<file path="config.mk">
export PLATFORM = sky130hd
export DESIGN_NAME = rat_seq_irq_flat
export DESIGN_NICKNAME = d
export VERILOG_FILES = /design/src/rtl/rat_seq_irq_pkg.sv /design/src/rtl/rat_seq_irq_if.sv /design/src/rtl/rat_irq_prio.sv /design/src/rtl/rat_seq.sv /design/src/flat_wrapper.sv
export SDC_FILE = /design/constraint.sdc
export NUM_CORES = 1
export LEC_CHECK = 0
export ABC_AREA = 1
export BUFFER_PORTS_ARGS = -buffer_cell sky130_fd_sc_hd__buf_2
export CAP_MARGIN = 20
export CORE_AREA = 4 4 41 43
export CTS_CLUSTER_DIAMETER = 80
export DETAILED_ROUTE_END_ITERATION = 8
export DIE_AREA = 0 0 45 47
export PLACE_DENSITY = 0.71
export SLEW_MARGIN = 20
export SYNTH_ARGS = -nofsm -noshare
export SYNTH_HDL_FRONTEND = slang
export SYNTH_SLANG_ARGS = --single-unit
</file>
<file path="constraint.sdc">
create_clock -name CLK -period 1.3 [get_ports CLK]
set_input_delay 0.065 -clock CLK [delete_from_list [all_inputs] [get_ports CLK]]
set_output_delay 0.065 -clock CLK [all_outputs]
set_load 0.1 [all_outputs]
</file>
<file path="src/rtl/rat_seq_irq_pkg.sv">
// Shared types and constants for the RAT sequencer with prioritised interrupts.
// No logic lives here; pure declarations.
// Imported by the interface, the priority sub-module and the sequencer top.
package rat_pkg;

  typedef enum logic [2:0] {
    ST_INIT   = 3'd0,
    ST_FETCH  = 3'd1,
    ST_EXEC   = 3'd2,
    ST_IOWAIT = 3'd3,
    ST_INTRPT = 3'd4
  } seq_state_t;

  localparam logic [9:0] RAT_DEFAULT_VEC = 10'h3FF;
  localparam int         RAT_MAX_IRQ     = 16;
  // Winner index width is sized for the largest legal source count so it
  // never collapses to zero bits when NUM_IRQ is 1.
  localparam int         RAT_IDX_W       = $clog2(RAT_MAX_IRQ);

endpackage

</file>
<file path="src/rtl/rat_seq_irq_if.sv">
// Control bundle between the sequencer and the decoder/datapath.
// master = sequencer (drives strobes, vector, ack, flags, state).
// slave  = decoder/datapath side (drives IRQs, flag ops, IO handshake).
interface rat_seq_irq_if #(
  parameter int NUM_IRQ = 4,
  parameter int PC_W    = 10
);

  logic [NUM_IRQ-1:0]   IRQ;
  logic                 I_SET;
  logic                 I_CLR;
  logic                 IO_REQ;
  logic                 IO_RDY;
  logic                 PC_RST;
  logic                 PC_INC;
  logic                 EXEC_EN;
  logic                 INTR_ACTIVE;
  logic [PC_W-1:0]      VECTOR;
  logic [NUM_IRQ-1:0]   IRQ_ACK;
  logic                 I_FLAG;
  logic                 IO_TIMEOUT;
  rat_pkg::seq_state_t  STATE;

  modport master (
    input  IRQ, I_SET, I_CLR, IO_REQ, IO_RDY,
    output PC_RST, PC_INC, EXEC_EN, INTR_ACTIVE, VECTOR, IRQ_ACK,
           I_FLAG, IO_TIMEOUT, STATE
  );

  modport slave (
    output IRQ, I_SET, I_CLR, IO_REQ, IO_RDY,
    input  PC_RST, PC_INC, EXEC_EN, INTR_ACTIVE, VECTOR, IRQ_ACK,
           I_FLAG, IO_TIMEOUT, STATE
  );

endinterface

</file>
<file path="src/rtl/rat_irq_prio.sv">
// Interrupt front end: edge detect, edge pending latches, lowest-index priority pick.
// Latency: level sources pend combinationally; edge sources pend one clock after the edge.
// No backpressure: an edge pending bit holds until acknowledged; a new edge in the ack cycle wins.
module rat_irq_prio
  import rat_pkg::*;
#(
  parameter int                 NUM_IRQ   = 4,
  parameter logic [NUM_IRQ-1:0] EDGE_MASK = '0
) (
  input  logic                 clk_i,
  input  logic                 rst_ni,
  input  logic [NUM_IRQ-1:0]   irq_i,
  input  logic [NUM_IRQ-1:0]   ack_i,
  output logic                 any_pending_o,
  output logic [RAT_IDX_W-1:0] winner_o,
  output logic [NUM_IRQ-1:0]   onehot_o
);

  logic [NUM_IRQ-1:0] irq_q;
  logic [NUM_IRQ-1:0] edge_pend_q;
  logic [NUM_IRQ-1:0] edge_pend_d;
  logic [NUM_IRQ-1:0] pending;

  // Edge latch: clear on ack, but a fresh rising edge in the same cycle re-arms it.
  always_comb begin
    edge_pend_d = EDGE_MASK & ((edge_pend_q & ~ack_i) | (irq_i & ~irq_q));
  end

  // History of the request lines and the edge latches.
  always_ff @(posedge clk_i or negedge rst_ni) begin
    if (!rst_ni) begin
      irq_q       <= '0;
      edge_pend_q <= '0;
    end else begin
      irq_q       <= irq_i;
      edge_pend_q <= edge_pend_d;
    end
  end

  assign pending       = (EDGE_MASK & edge_pend_q) | (~EDGE_MASK & irq_i);
  assign any_pending_o = |pending;

  // Lowest index wins: scan downward so the last hit is the smallest index.
  always_comb begin
    winner_o = '0;
    onehot_o = '0;
    for (int i = NUM_IRQ - 1; i >= 0; i--) begin
      if (pending[i]) begin
        winner_o    = RAT_IDX_W'(i);
        onehot_o    = '0;
        onehot_o[i] = 1'b1;
      end
    end
  end

endmodule

</file>
<file path="src/rtl/rat_seq.sv">
// RAT sequencer: INIT/FETCH/EXEC/IOWAIT/INTRPT with prioritised interrupts and IO wait-states.
// Latency: 2 cycles per instruction, +k IO wait cycles, +1 when an interrupt is taken.
// Backpressure: IO_RDY low stalls in IOWAIT; with RAT_IO_TIMEOUT_EN the stall is capped at WAIT_MAX cycles.
module rat_seq_irq
  import rat_pkg::*;
#(
  parameter int                 NUM_IRQ   = 4,
  parameter logic [NUM_IRQ-1:0] EDGE_MASK = '0,
  parameter int                 PC_W      = 10,
  parameter logic [PC_W-1:0]    VEC_BASE  = PC_W'(RAT_DEFAULT_VEC),
  parameter int                 WAIT_MAX  = 16
) (
  input  logic          CLK,
  input  logic          RESET_N,
  rat_seq_irq_if.master bus
);

  if (WAIT_MAX < 2) begin : g_wait_chk
    $error("rat_seq_irq: WAIT_MAX must be at least 2");
  end
  if (NUM_IRQ < 1 || NUM_IRQ > RAT_MAX_IRQ) begin : g_irq_chk
    $error("rat_seq_irq: NUM_IRQ out of range");
  end

  seq_state_t state_q, state_d;
  logic       iflag_q, iflag_d;
  logic       pc_rst_q, pc_inc_q, intr_q;
  logic       exec_en, io_tmo, take;

  logic                 any_pending;
  logic [RAT_IDX_W-1:0] winner;
  logic [NUM_IRQ-1:0]   winner_oh;
  logic [NUM_IRQ-1:0]   ack;

`ifdef RAT_IO_TIMEOUT_EN
  localparam int CNT_W = $clog2(WAIT_MAX);
  logic [CNT_W-1:0] cnt_q, cnt_d;
`endif

  rat_irq_prio #(
    .NUM_IRQ   (NUM_IRQ),
    .EDGE_MASK (EDGE_MASK)
  ) u_prio (
    .clk_i         (CLK),
    .rst_ni        (RESET_N),
    .irq_i         (bus.IRQ),
    .ack_i         (ack),
    .any_pending_o (any_pending),
    .winner_o      (winner),
    .onehot_o      (winner_oh)
  );

  // The decoder's own flag op counts toward the decision made in the same cycle.
  assign take = any_pending & (iflag_q | bus.I_SET) & ~bus.I_CLR;

  // Next-state, final-cycle detection and flag update.
  always_comb begin
    state_d = state_q;
    exec_en = 1'b0;
    io_tmo  = 1'b0;
    iflag_d = iflag_q;
`ifdef RAT_IO_TIMEOUT_EN
    cnt_d   = cnt_q;
`endif
    case (state_q)
      ST_INIT:   state_d = ST_FETCH;
      ST_FETCH:  state_d = ST_EXEC;
      ST_EXEC: begin
        if (bus.IO_REQ && !bus.IO_RDY) begin
          state_d = ST_IOWAIT;
`ifdef RAT_IO_TIMEOUT_EN
          cnt_d   = '0;
`endif
        end else begin
          exec_en = 1'b1;
        end
      end
      ST_IOWAIT: begin
`ifdef RAT_IO_TIMEOUT_EN
        cnt_d = cnt_q + CNT_W'(1);
`endif
        if (bus.IO_RDY) begin
          exec_en = 1'b1;
`ifdef RAT_IO_TIMEOUT_EN
        end else if (cnt_q == CNT_W'(WAIT_MAX - 1)) begin
          exec_en = 1'b1;
          io_tmo  = 1'b1;
`endif
        end
      end
      ST_INTRPT: begin
        state_d = ST_FETCH;
        iflag_d = 1'b0;
      end
      default:   state_d = ST_INIT;
    endcase

    if (exec_en) begin
      state_d = take ? ST_INTRPT : ST_FETCH;
      if (bus.I_CLR) begin
        iflag_d = 1'b0;
      end else if (bus.I_SET) begin
        iflag_d = 1'b1;
      end
    end
  end

  // Sequencer state, interrupt-enable flag, wait counter and registered strobes.
  always_ff @(posedge CLK or negedge RESET_N) begin
    if (!RESET_N) begin
      state_q  <= ST_INIT;
      iflag_q  <= 1'b0;
      pc_rst_q <= 1'b1;
      pc_inc_q <= 1'b0;
      intr_q   <= 1'b0;
`ifdef RAT_IO_TIMEOUT_EN
      cnt_q    <= '0;
`endif
    end else begin
      state_q  <= state_d;
      iflag_q  <= iflag_d;
      pc_rst_q <= (state_d == ST_INIT);
      pc_inc_q <= (state_d == ST_FETCH);
      intr_q   <= (state_d == ST_INTRPT);
`ifdef RAT_IO_TIMEOUT_EN
      cnt_q    <= cnt_d;
`endif
    end
  end

  // The winner is re-evaluated in the entry cycle itself, so ack and vector track it.
  assign ack = intr_q ? winner_oh : '0;

  assign bus.PC_RST      = pc_rst_q;
  assign bus.PC_INC      = pc_inc_q;
  assign bus.EXEC_EN     = exec_en;
  assign bus.INTR_ACTIVE = intr_q;
  assign bus.IRQ_ACK     = ack;
  assign bus.VECTOR      = intr_q ? (VEC_BASE - PC_W'(winner)) : '0;
  assign bus.I_FLAG      = iflag_q;
  assign bus.IO_TIMEOUT  = io_tmo;
  assign bus.STATE       = state_q;

endmodule

</file>
<file path="src/flat_wrapper.sv">
// flat-port wrapper written by rule: the top's interface ports become plain ports
module rat_seq_irq_flat import rat_pkg::*;
#(
  parameter int                 NUM_IRQ   = 4,
  parameter logic [NUM_IRQ-1:0] EDGE_MASK = '0,
  parameter int                 PC_W      = 10,
  parameter logic [PC_W-1:0]    VEC_BASE  = PC_W'(RAT_DEFAULT_VEC),
  parameter int                 WAIT_MAX  = 16
)
  (CLK, RESET_N, bus_IRQ, bus_I_SET, bus_I_CLR, bus_IO_REQ, bus_IO_RDY, bus_PC_RST, bus_PC_INC, bus_EXEC_EN, bus_INTR_ACTIVE, bus_VECTOR, bus_IRQ_ACK, bus_I_FLAG, bus_IO_TIMEOUT, bus_STATE);
  rat_seq_irq_if #(.NUM_IRQ(NUM_IRQ), .PC_W(PC_W)) bus_i ();
  input  logic CLK;
  input  logic RESET_N;
  input wire logic [$bits(bus_i.IRQ)-1:0] bus_IRQ;
  input wire logic [$bits(bus_i.I_SET)-1:0] bus_I_SET;
  input wire logic [$bits(bus_i.I_CLR)-1:0] bus_I_CLR;
  input wire logic [$bits(bus_i.IO_REQ)-1:0] bus_IO_REQ;
  input wire logic [$bits(bus_i.IO_RDY)-1:0] bus_IO_RDY;
  output wire logic [$bits(bus_i.PC_RST)-1:0] bus_PC_RST;
  output wire logic [$bits(bus_i.PC_INC)-1:0] bus_PC_INC;
  output wire logic [$bits(bus_i.EXEC_EN)-1:0] bus_EXEC_EN;
  output wire logic [$bits(bus_i.INTR_ACTIVE)-1:0] bus_INTR_ACTIVE;
  output wire logic [$bits(bus_i.VECTOR)-1:0] bus_VECTOR;
  output wire logic [$bits(bus_i.IRQ_ACK)-1:0] bus_IRQ_ACK;
  output wire logic [$bits(bus_i.I_FLAG)-1:0] bus_I_FLAG;
  output wire logic [$bits(bus_i.IO_TIMEOUT)-1:0] bus_IO_TIMEOUT;
  output wire logic [$bits(bus_i.STATE)-1:0] bus_STATE;
  assign bus_i.IRQ = bus_IRQ;
  assign bus_i.I_SET = bus_I_SET;
  assign bus_i.I_CLR = bus_I_CLR;
  assign bus_i.IO_REQ = bus_IO_REQ;
  assign bus_i.IO_RDY = bus_IO_RDY;
  assign bus_PC_RST = bus_i.PC_RST;
  assign bus_PC_INC = bus_i.PC_INC;
  assign bus_EXEC_EN = bus_i.EXEC_EN;
  assign bus_INTR_ACTIVE = bus_i.INTR_ACTIVE;
  assign bus_VECTOR = bus_i.VECTOR;
  assign bus_IRQ_ACK = bus_i.IRQ_ACK;
  assign bus_I_FLAG = bus_i.I_FLAG;
  assign bus_IO_TIMEOUT = bus_i.IO_TIMEOUT;
  assign bus_STATE = bus_i.STATE;
  rat_seq_irq #(.NUM_IRQ(NUM_IRQ), .EDGE_MASK(EDGE_MASK), .PC_W(PC_W), .VEC_BASE(VEC_BASE), .WAIT_MAX(WAIT_MAX)) u_core (.CLK(CLK), .RESET_N(RESET_N), .bus(bus_i));
endmodule
</file>
==> results of run 1 <==
## layout make-up
cell class              instances  area (µm²)  area share [%]
clock buffers                   4        26.3            2.98
inverters                      12        63.8            7.24
multi-input cells              32         234            26.6
flip-flops and latches          7         193            21.9
well taps                      15        18.8            2.13
repair buffers                 37         345            39.2
## stage by stage
| step | worst slack, ns | std cells | setup TNS [ns] | util [%] |
|---|---|---|---|---|
| 2_1_floorplan | -0.504 | 60 | -1.23 | - |
| 3_5_place_dp | 0.0957 | 97 | 0 | 60.3 |
| 5_1_grt | -0.121 | 107 | -0.367 | 67.7 |
| 6_report | -0.0628 | 107 | -0.145 | 67.7 |
| 3_3_place_gp | 0.145 | 97 | 0 | 60.3 |
| 4_1_cts | -0.0610 | 106 | -0.0648 | 66.9 |
## tightest hold or removal path, delay by kind of cell
family / cells / cell delay (ns)
and+or+nand+nor: 1 / 0.08
buffers and inverters: 1 / 0.11
AOI/OAI and AO/OA: 1 / 0.06
## what timing repair did
item                       4_1_cts  5_1_grt
pin swaps                        3        2
hold buffers                     1        0
setup buffers                    4        1
setup endpoints to repair        4        6
hold endpoints to repair         7        0
resized for setup                8        1
## sequential cells by signal, summed over array words and instances, names as in the netlist
signal                  count
u_core.bus.INTR_ACTIVE      1
u_core.bus.I_FLAG           1
u_core.bus.PC_INC           1
u_core.bus.PC_RST           1
u_core.bus.STATE            3
## routing by layer
layer	vias to the layer above	GRT usage [%]
met5	-	0
met2	29	24.6
met4	0	11.1
li1	236	-
met1	222	13.6
met3	4	3.07
## path summary, 6_finish.rpt
| check | start | endpoint | slack, ns |
|---|---|---|---|
| min in group asynchronous | RESET_N | u_core.bus.STATE[2] | 0.18 |
| worst max-delay path | u_core.bus.INTR_ACTIVE | bus_IRQ_ACK[2] | -0.06 |
| worst max register to register | u_core.bus.STATE[2] | u_core.bus.PC_INC | 0.08 |
| worst min register to register | u_core.bus.I_FLAG | u_core.bus.I_FLAG | 0.58 |
| max in group asynchronous | RESET_N | u_core.bus.PC_RST | 0.89 |
| worst min-delay path | bus_I_SET | u_core.bus.I_FLAG | 0.10 |
## logic make-up after synthesis
kind of cell,after synthesis,synth area share [%]
buffers and inverters,21,24.4
other,1,0.778
DFF,7,36.6
AOI/OAI and AO/OA,6,8.31
and+or+nand+nor,25,29.9
## layout by cell type, fill, tap and decap left out, types with 2 or more instances in the layout
master and count:
clkbuf_4 4, nand2_2 2, dfrtp_4 4, buf_12 8
buf_4 13, nor3_4 2, o21ai_2 2, inv_1 9
nand2_1 4, buf_2 14, nor2_4 3, nor2_1 9
==> results.cfg, run 1 <==
[route]
drc = 0
ant_nets = 0
met1_length_um = 416
vias_per_cell = 4.59
firstDrtPassIters = 3
first_iter_violations = 3
wl_met3_um = 153
wl_per_cell_um = 11.5
dr_wl_met2_um = 640
vias = 491
wl_mm = 1.23
top_layer = met4

[worst_setup_path]
cp_top_family = flip-flops
cp_slowest_stage_delay_ns = 0.43
cp-end-kind = output pin
path_depth = 4
cp_cell_sequence = nand3b_1 > buf_4 > nor2_4 > buf_12
cp.required_ns = 1.24
cp_slowest_cell = dfrtp_4
worst-path-buf-inv = 2
criticalPathCategory = reg2out
start_kind = flip-flop
path_max_fanout = 5
r2r_cells = 5
arrival_ns = 1.30

[timing]
fin_ws_ns = -0.0628
hold_slack_ns = 0.101
finalHoldViolations = 0
setup_violations = 3
skew_ns = 0.00134
max_freq_mhz = 734
drv_slew = 0
period_needed_ns = 1.36
grt_setup_unrepaired = yes
fin_crit_sh_pct = 105

[yosys]
synth_common_cells = 10 x inv_1, 10 x nor2_1, 9 x buf_4, 6 x dfrtp_1, 6 x nand2_1
ys_top_cells_by_area = dfrtp_1 31%, buf_4 14%, inv_1 7.8%, nor2_1 7.8%, dfstp_2 5.5%
yosysTopAreaCell = dfrtp_1
synthFlopType = dfrtp_1
synth_top_area_share_pct = 31.2
ys_ff_latch = 7
syn_nets = 70
syn_avg_cell_area_um2 = 8.03
yosys_warnings = 0
synthArstFlopShare_pct = 100
syn_inst = 60
ys_seq_area_share_pct = 36.6
syn_area_um2 = 482
synth_edf_count = 0
ys_types = 20

[floorplanning]
die-area_um2 = 2120
rows = 13
initial_core_util_pct = 37.0
core_um2 = 1300
fp.dieH_um = 47
die_x_um = 45
design.portCount = 33

[grt]
grt_start_max_net_pins = 9
grt_pass1_vias = 481
antenna_found_initial = 0
grt_pass1_wl_mm = 2.04
gr-total-overflow = 0
track_usage_pct = 13.7

[layout]
diodes = 0
fillers = 106
area_growth_pct = 82.9
drive_gt1_share_pct = 66.3
nNetsFinal = 103
stdcell_area_um2 = 881

[place]
place_congestion = 0.763
io_buffers = 31
hpwlAfterDp_um = 924
placed_cell_area_um2 = 785

[flow_run]
max_cap_violations = 0

[clock_network]
cts_num_sinks = 7
clock-root-buffer = clkbuf_4
htreeDepth = 1
clock_latency_ns = 0.25
clockBufferDepth = 2
cts_tree = built
clk_pin_slew_ns = 0.05
cts_buffers = 3

[min_path]
hold_path_depth = 3
hp-class = in2reg

[status]
violations = negative setup slack
status = finished with violations
Power of run 1 is not shown: default switching activity piles up to over one toggle a cycle in this logic, so the estimate is an artifact.
==> run 2: changes to the inputs <==
--- a/config.mk
+++ b/config.mk
@@ -10,9 +10,11 @@
 export CAP_MARGIN = 20
 export CORE_AREA = 4 4 41 43
 export CTS_CLUSTER_DIAMETER = 80
+export CTS_CLUSTER_SIZE = 8
 export DETAILED_ROUTE_END_ITERATION = 8
 export DIE_AREA = 0 0 45 47
 export PLACE_DENSITY = 0.71
+export SETUP_SLACK_MARGIN = 0.2
 export SLEW_MARGIN = 20
 export SYNTH_ARGS = -nofsm -noshare
 export SYNTH_HDL_FRONTEND = slang
==> constraint.sdc (replaced) <==
create_clock -name CLK -period 1.3 [get_ports CLK]
set_input_delay 0.195 -clock CLK [delete_from_list [all_inputs] [get_ports CLK]]
set_output_delay 0.195 -clock CLK [all_outputs]
set_load 0.1 [all_outputs]
==> run 2 against run 1 <==
Net effect:
- the run still ends with negative setup slack left
- routed wire length rose by 22%
- worst setup slack got worse by 0.13 ns
- clock-buffer cell count fell by 1
- register-to-register slack got worse by 0.07 ns
- cell area rose by 31%
- sequential share of layout area fell by 5.2 points
- non-clock buffer count rose by 5
- global-route usage rose by 1.3 points
- die area did not move
- first-iteration DRC count fell by 100%
- sequential cell count did not move
- clock skew barely moved
==> results.cfg, run 2 (same netlist as run 1, synthesis figures left out) <==
[floorplanning]
core_um2 = 1300
fp.dieH_um = 47
initial_core_util_pct = 37.0
die-area_um2 = 2120
rows = 13
die_x_um = 45
design.portCount = 33

[grt]
antenna_found_initial = 0
track_usage_pct = 15.0
gr-total-overflow = 0
grt_start_max_net_pins = 10
grt_pass1_wl_mm = 2.21
grt_pass1_vias = 505

[clock_network]
htreeDepth = 1
clk_pin_slew_ns = 0.06
clockBufferDepth = 2
cts_tree = built
cts_num_sinks = 7
clock_latency_ns = 0.26
cts_buffers = 3
clock-root-buffer = clkbuf_4

[flow_run]
max_cap_violations = 0

[layout]
area_growth_pct = 140
largest_reg_flops = 3
drive_gt1_share_pct = 73.2
seqCellArea_um2 = 193
final_util_pct = 88.9
mostFrequentLayoutCell = buf_12
fillers = 59
multiInputGateArea_um2 = 272
diodes = 0
mostFrequentLayoutCells = 21 x buf_12, 9 x buf_2, 8 x inv_1
nNetsFinal = 108

[timing]
fin_setup_tns_ns = -1.80
fin_ws_ns = -0.195
fin_crit_sh_pct = 115
max_freq_mhz = 669
finalHoldViolations = 0
grt_setup_unrepaired = yes
period_needed_ns = 1.50
drv_slew = 0
setup_violations = 16
skew_ns = 0.00150

[worst_setup_path]
path_max_fanout = 5
arrival_ns = 1.30
cp.required_ns = 1.11
cp-end-kind = output pin
criticalPathCategory = reg2out
start_kind = flip-flop

[route]
firstDrtPassIters = 1
drc = 0
vias_per_cell = 4.70
ant_nets = 0
wl_per_cell_um = 13.4
wl_mm = 1.50
vias = 526
first_iter_violations = 0

[place]
hpwlAfterDp_mm = 1.11
place_congestion = 0.795
io_buffers = 31

[min_path]
hp-class = in2reg

[status]
violations = negative setup slack
status = finished with violations
-- run 2: changes by cell type in the layout (fill, tap and decap cells not counted), moves of 3 or more --
cell     delta
buf_6       +6
nand2_4     +3
buf_2       -5
buf_12     +13
buf_4       -8
-- run 2: through the flow --
step | hold WS (ns) | area [µm²] | cells | setup slack, ns
after floorplan | -0.101 | 563 | 60 | -0.634
after global placement | 0.0318 | 1010 | 100 | 0.102
after detailed placement | 0.0383 | 1010 | 100 | 0.0739
after CTS | 0.212 | 1120 | 110 | -0.192
after global routing | 0.255 | 1160 | 112 | -0.252
final | 0.229 | 1160 | 112 | -0.195
-- run 2: timing repair --
action	in CTS	in global routing
cloned	0	0
gates resized for setup	11	5
endpoints found under the hold margin	7	0
hold buffers	1	0
endpoints found under the setup margin	23	28
pin swaps	11	5
buffers inserted	5	2
-- run 2: worst paths after layout --
check,start,to,slack [ns],cells past startpoint
setup / recovery,u_core.bus.INTR_ACTIVE,bus_IRQ_ACK[2],-0.20,4
hold / removal,bus_I_SET,u_core.bus.I_FLAG,0.23,3
setup reg to reg,u_core.bus.STATE[2],u_core.bus.I_FLAG,0.01,6
hold reg to reg,u_core.bus.STATE[2],u_core.bus.I_FLAG,0.64,3
max in group asynchronous,RESET_N,u_core.bus.PC_RST,0.75,2
min in group asynchronous,RESET_N,u_core.bus.STATE[2],0.32,2
-- run 2: final cells by class --
class	count	area share (%)
timing repair buffer	42	50.2
tap	15	1.62
multi-input combinational	32	23.5
sequential	7	16.6
clock buffer	3	1.95
clock inverter	1	0.432
inverter	12	5.73
-- run 2: worst max-delay path, stage by stage (launching register included) --
cell      delay [ns]
dfrtp_4         0.43
nand3b_1        0.16
buf_4           0.18
nor2_4          0.09
buf_12          0.18
-- run 2: layer usage --
| metal | routed length (µm) | global-route usage, % |
|---|---|---|
| met5 | 0 | 0 |
| met4 | 49 | 12.9 |
| met3 | 182 | 4.21 |
| met2 | 809 | 28.0 |
| met1 | 458 | 13.1 |
Power of run 2 is left out for the same reason.
==> run 3: changes to the inputs <==
--- a/config.mk
+++ b/config.mk
@@ -8,12 +8,14 @@
 export ABC_AREA = 1
 export BUFFER_PORTS_ARGS = -buffer_cell sky130_fd_sc_hd__buf_2
 export CAP_MARGIN = 20
-export CORE_AREA = 4 4 41 43
+export CELL_PAD_IN_SITES_DETAIL_PLACEMENT = 1
+export CELL_PAD_IN_SITES_GLOBAL_PLACEMENT = 1
+export CORE_ASPECT_RATIO = 1.1
+export CORE_UTILIZATION = 26
 export CTS_CLUSTER_DIAMETER = 80
 export CTS_CLUSTER_SIZE = 8
 export DETAILED_ROUTE_END_ITERATION = 8
-export DIE_AREA = 0 0 45 47
-export PLACE_DENSITY = 0.71
+export PLACE_DENSITY_LB_ADDON = 0.1
 export SETUP_SLACK_MARGIN = 0.2
 export SLEW_MARGIN = 20
 export SYNTH_ARGS = -nofsm -noshare
==> run 3 against run 2 <==
Net effect:
- the flow still finishes with violations (negative setup slack)
- cell area rose by 7.1%
- final cell count rose by 5.4%
- clock skew fell by 0.00090 ns
- critical path depth did not move
- global-route usage rose by 3.4 points
- die area fell by 4.1%
- first-iteration DRC count rose by 4
- via count rose by 8.2%
- clock-buffer cell count rose by 1
- core utilization fell by 14 points
- sequential share of layout area fell by 1.1 points
- critical endpoint unchanged
==> results.cfg, run 3 (same netlist as run 1, synthesis figures left out) <==
[status]
status = finished with violations
violations = negative setup slack

[layout]
area_growth_pct = 157
stdcell_area_um2 = 1240
nNetsFinal = 112
drive_gt1_share_pct = 78.2
layout.cells.non_filler = 118
final_util_pct = 75.1
seqCellArea_um2 = 193
mostFrequentLayoutCells = 20 x buf_12, 9 x buf_2, 8 x buf_4
fillers = 151
largest_reg_flops = 3
multiInputGateArea_um2 = 294
diodes = 0
mostFrequentLayoutCell = buf_12

[route]
wl_mm = 2.13
vias = 569
ant_nets = 0
wl_per_cell_um = 18.0
first_iter_violations = 4
drc = 0
vias_per_cell = 4.82
firstDrtPassIters = 3

[grt]
gr-total-overflow = 0
grt_busiest_layer = met2
grt_start_max_net_pins = 8
grt_use_met3_pct = 3.08
met1_usage_pct = 19.4
antenna_found_initial = 0
grt_pass1_vias = 594
track_usage_pct = 18.4
grt_pass1_wl_mm = 2.73
grt_use_met2_pct = 36.4

[timing]
max_freq_mhz = 669
finalHoldViolations = 0
fin_crit_sh_pct = 115
skew_ns = 0.000594
fin_ws_ns = -0.195
hold_slack_ns = 0.254
drv_slew = 0
period_needed_ns = 1.50
setup_violations = 20
grt_setup_unrepaired = yes
fin_setup_tns_ns = -2.31

[power_and_ir_drop]
power.leakage_nw = 0.549
combPwrFrac_pct = 81.6
p_clk_share_pct = 5.7
power_density_nw_per_um2 = 2840
p_sw_share_pct = 57.7
switchingPower_mw = 2.03
power_mw = 3.52
p_seq_share_pct = 12.6
intPower_mw = 1.49
ir_worst_vdd_v = 0.00231

[clock_network]
clk_pin_slew_ns = 0.05
cts_buffers = 3
cts_num_sinks = 7
clock_latency_ns = 0.25
cts_tree = built
htreeDepth = 1
clock-root-buffer = clkbuf_4
clockBufferDepth = 2

[worst_setup_path]
rr_startpoint = u_core.bus.STATE[2]
rrSetupSlack_ns = -0.07
r2r_cells = 6
start_kind = flip-flop
cp-end-kind = output pin
cp.required_ns = 1.11
path_max_fanout = 5
criticalPathCategory = reg2out
r2r-end = u_core.bus.PC_INC
arrival_ns = 1.30

[place]
dp_slack_ns = 0.0734
place_congestion = 0.678
placedCellCount = 103
placed_cell_area_um2 = 1000
hpwlAfterDp_mm = 1.17
io_buffers = 31

[floorplanning]
core_um2 = 1650
fp.dieH_um = 47.1
die_x_um = 43.0
die-area_um2 = 2030
initial_core_util_pct = 29.2
design.portCount = 33
rows = 15

[flow_run]
max_cap_violations = 0

[min_path]
hp-class = in2reg
hold_path_depth = 3
hold_start = bus_I_SET
min_to = u_core.bus.I_FLAG
run 3: cell types whose count changed in the layout (fill, tap and decap cells not counted), moves of 2 or more:
cell,before,now
nor2_1,7,5
buf_16,0,2
buf_4,5,8
nor2_4,3,6
inv_2,0,2
run 3: routing by layer:
layer	share of wire, %	wire length [µm]
met1	37	790
met2	57	1220
met3	4.2	89
met4	1.3	28
met5	0	0
run 3: power by group through the flow:
stage	sequential [mW]	combinational, mW	clock [mW]
final	0.444	2.87	0.202
after global routing	0.453	2.95	0.226
after CTS	0.436	2.67	0.195
after detailed placement	0.446	2.38	0
after global placement	0.439	2.34	0
after floorplan	1.04	1.06	0
run 3: worst max-delay path by stage:
| stage | from | slack [ns] | cells past startpoint | to |
|---|---|---|---|---|
| 3_5_place_dp | u_core.bus.STATE[2] | 0.07 | 4 | bus_EXEC_EN |
| 2_1_floorplan | u_core.bus.INTR_ACTIVE | -0.63 | 2 | bus_IRQ_ACK[3] |
| 5_1_grt | u_core.bus.INTR_ACTIVE | -0.24 | 4 | bus_IRQ_ACK[2] |
| 3_3_place_gp | u_core.bus.INTR_ACTIVE | 0.11 | 4 | bus_IRQ_ACK[2] |
| 6_report | u_core.bus.INTR_ACTIVE | -0.20 | 4 | bus_IRQ_ACK[2] |
| 4_1_cts | u_core.bus.INTR_ACTIVE | -0.16 | 4 | bus_IRQ_ACK[2] |
run 3: final cells by class:
type / count / share of cell area [%]
repair buffers: 46 / 51.8
multi-input cells: 32 / 23.7
flip-flops and latches: 7 / 15.5
inverters: 12 / 5.15
clock buffers: 4 / 2.12
well taps: 17 / 1.72
run 3: what timing repair did:
| action | CTS | global route |
|---|---|---|
| gates cloned | 1 | 0 |
| buffers inserted | 5 | 4 |
| hold buffers | 1 | 0 |
| pin swaps | 6 | 3 |
| endpoints found under the hold margin | 7 | 0 |
| gates resized for setup | 16 | 13 |
| endpoints found under the setup margin | 25 | 27 |
run 3: worst max-delay path, cell delays in order (launching register included):
cell	delay, ns
dfrtp_4	0.44
nand3b_1	0.15
buf_4	0.19
nor2_4	0.09
buf_12	0.18
(Power assumes the default switching activity.)
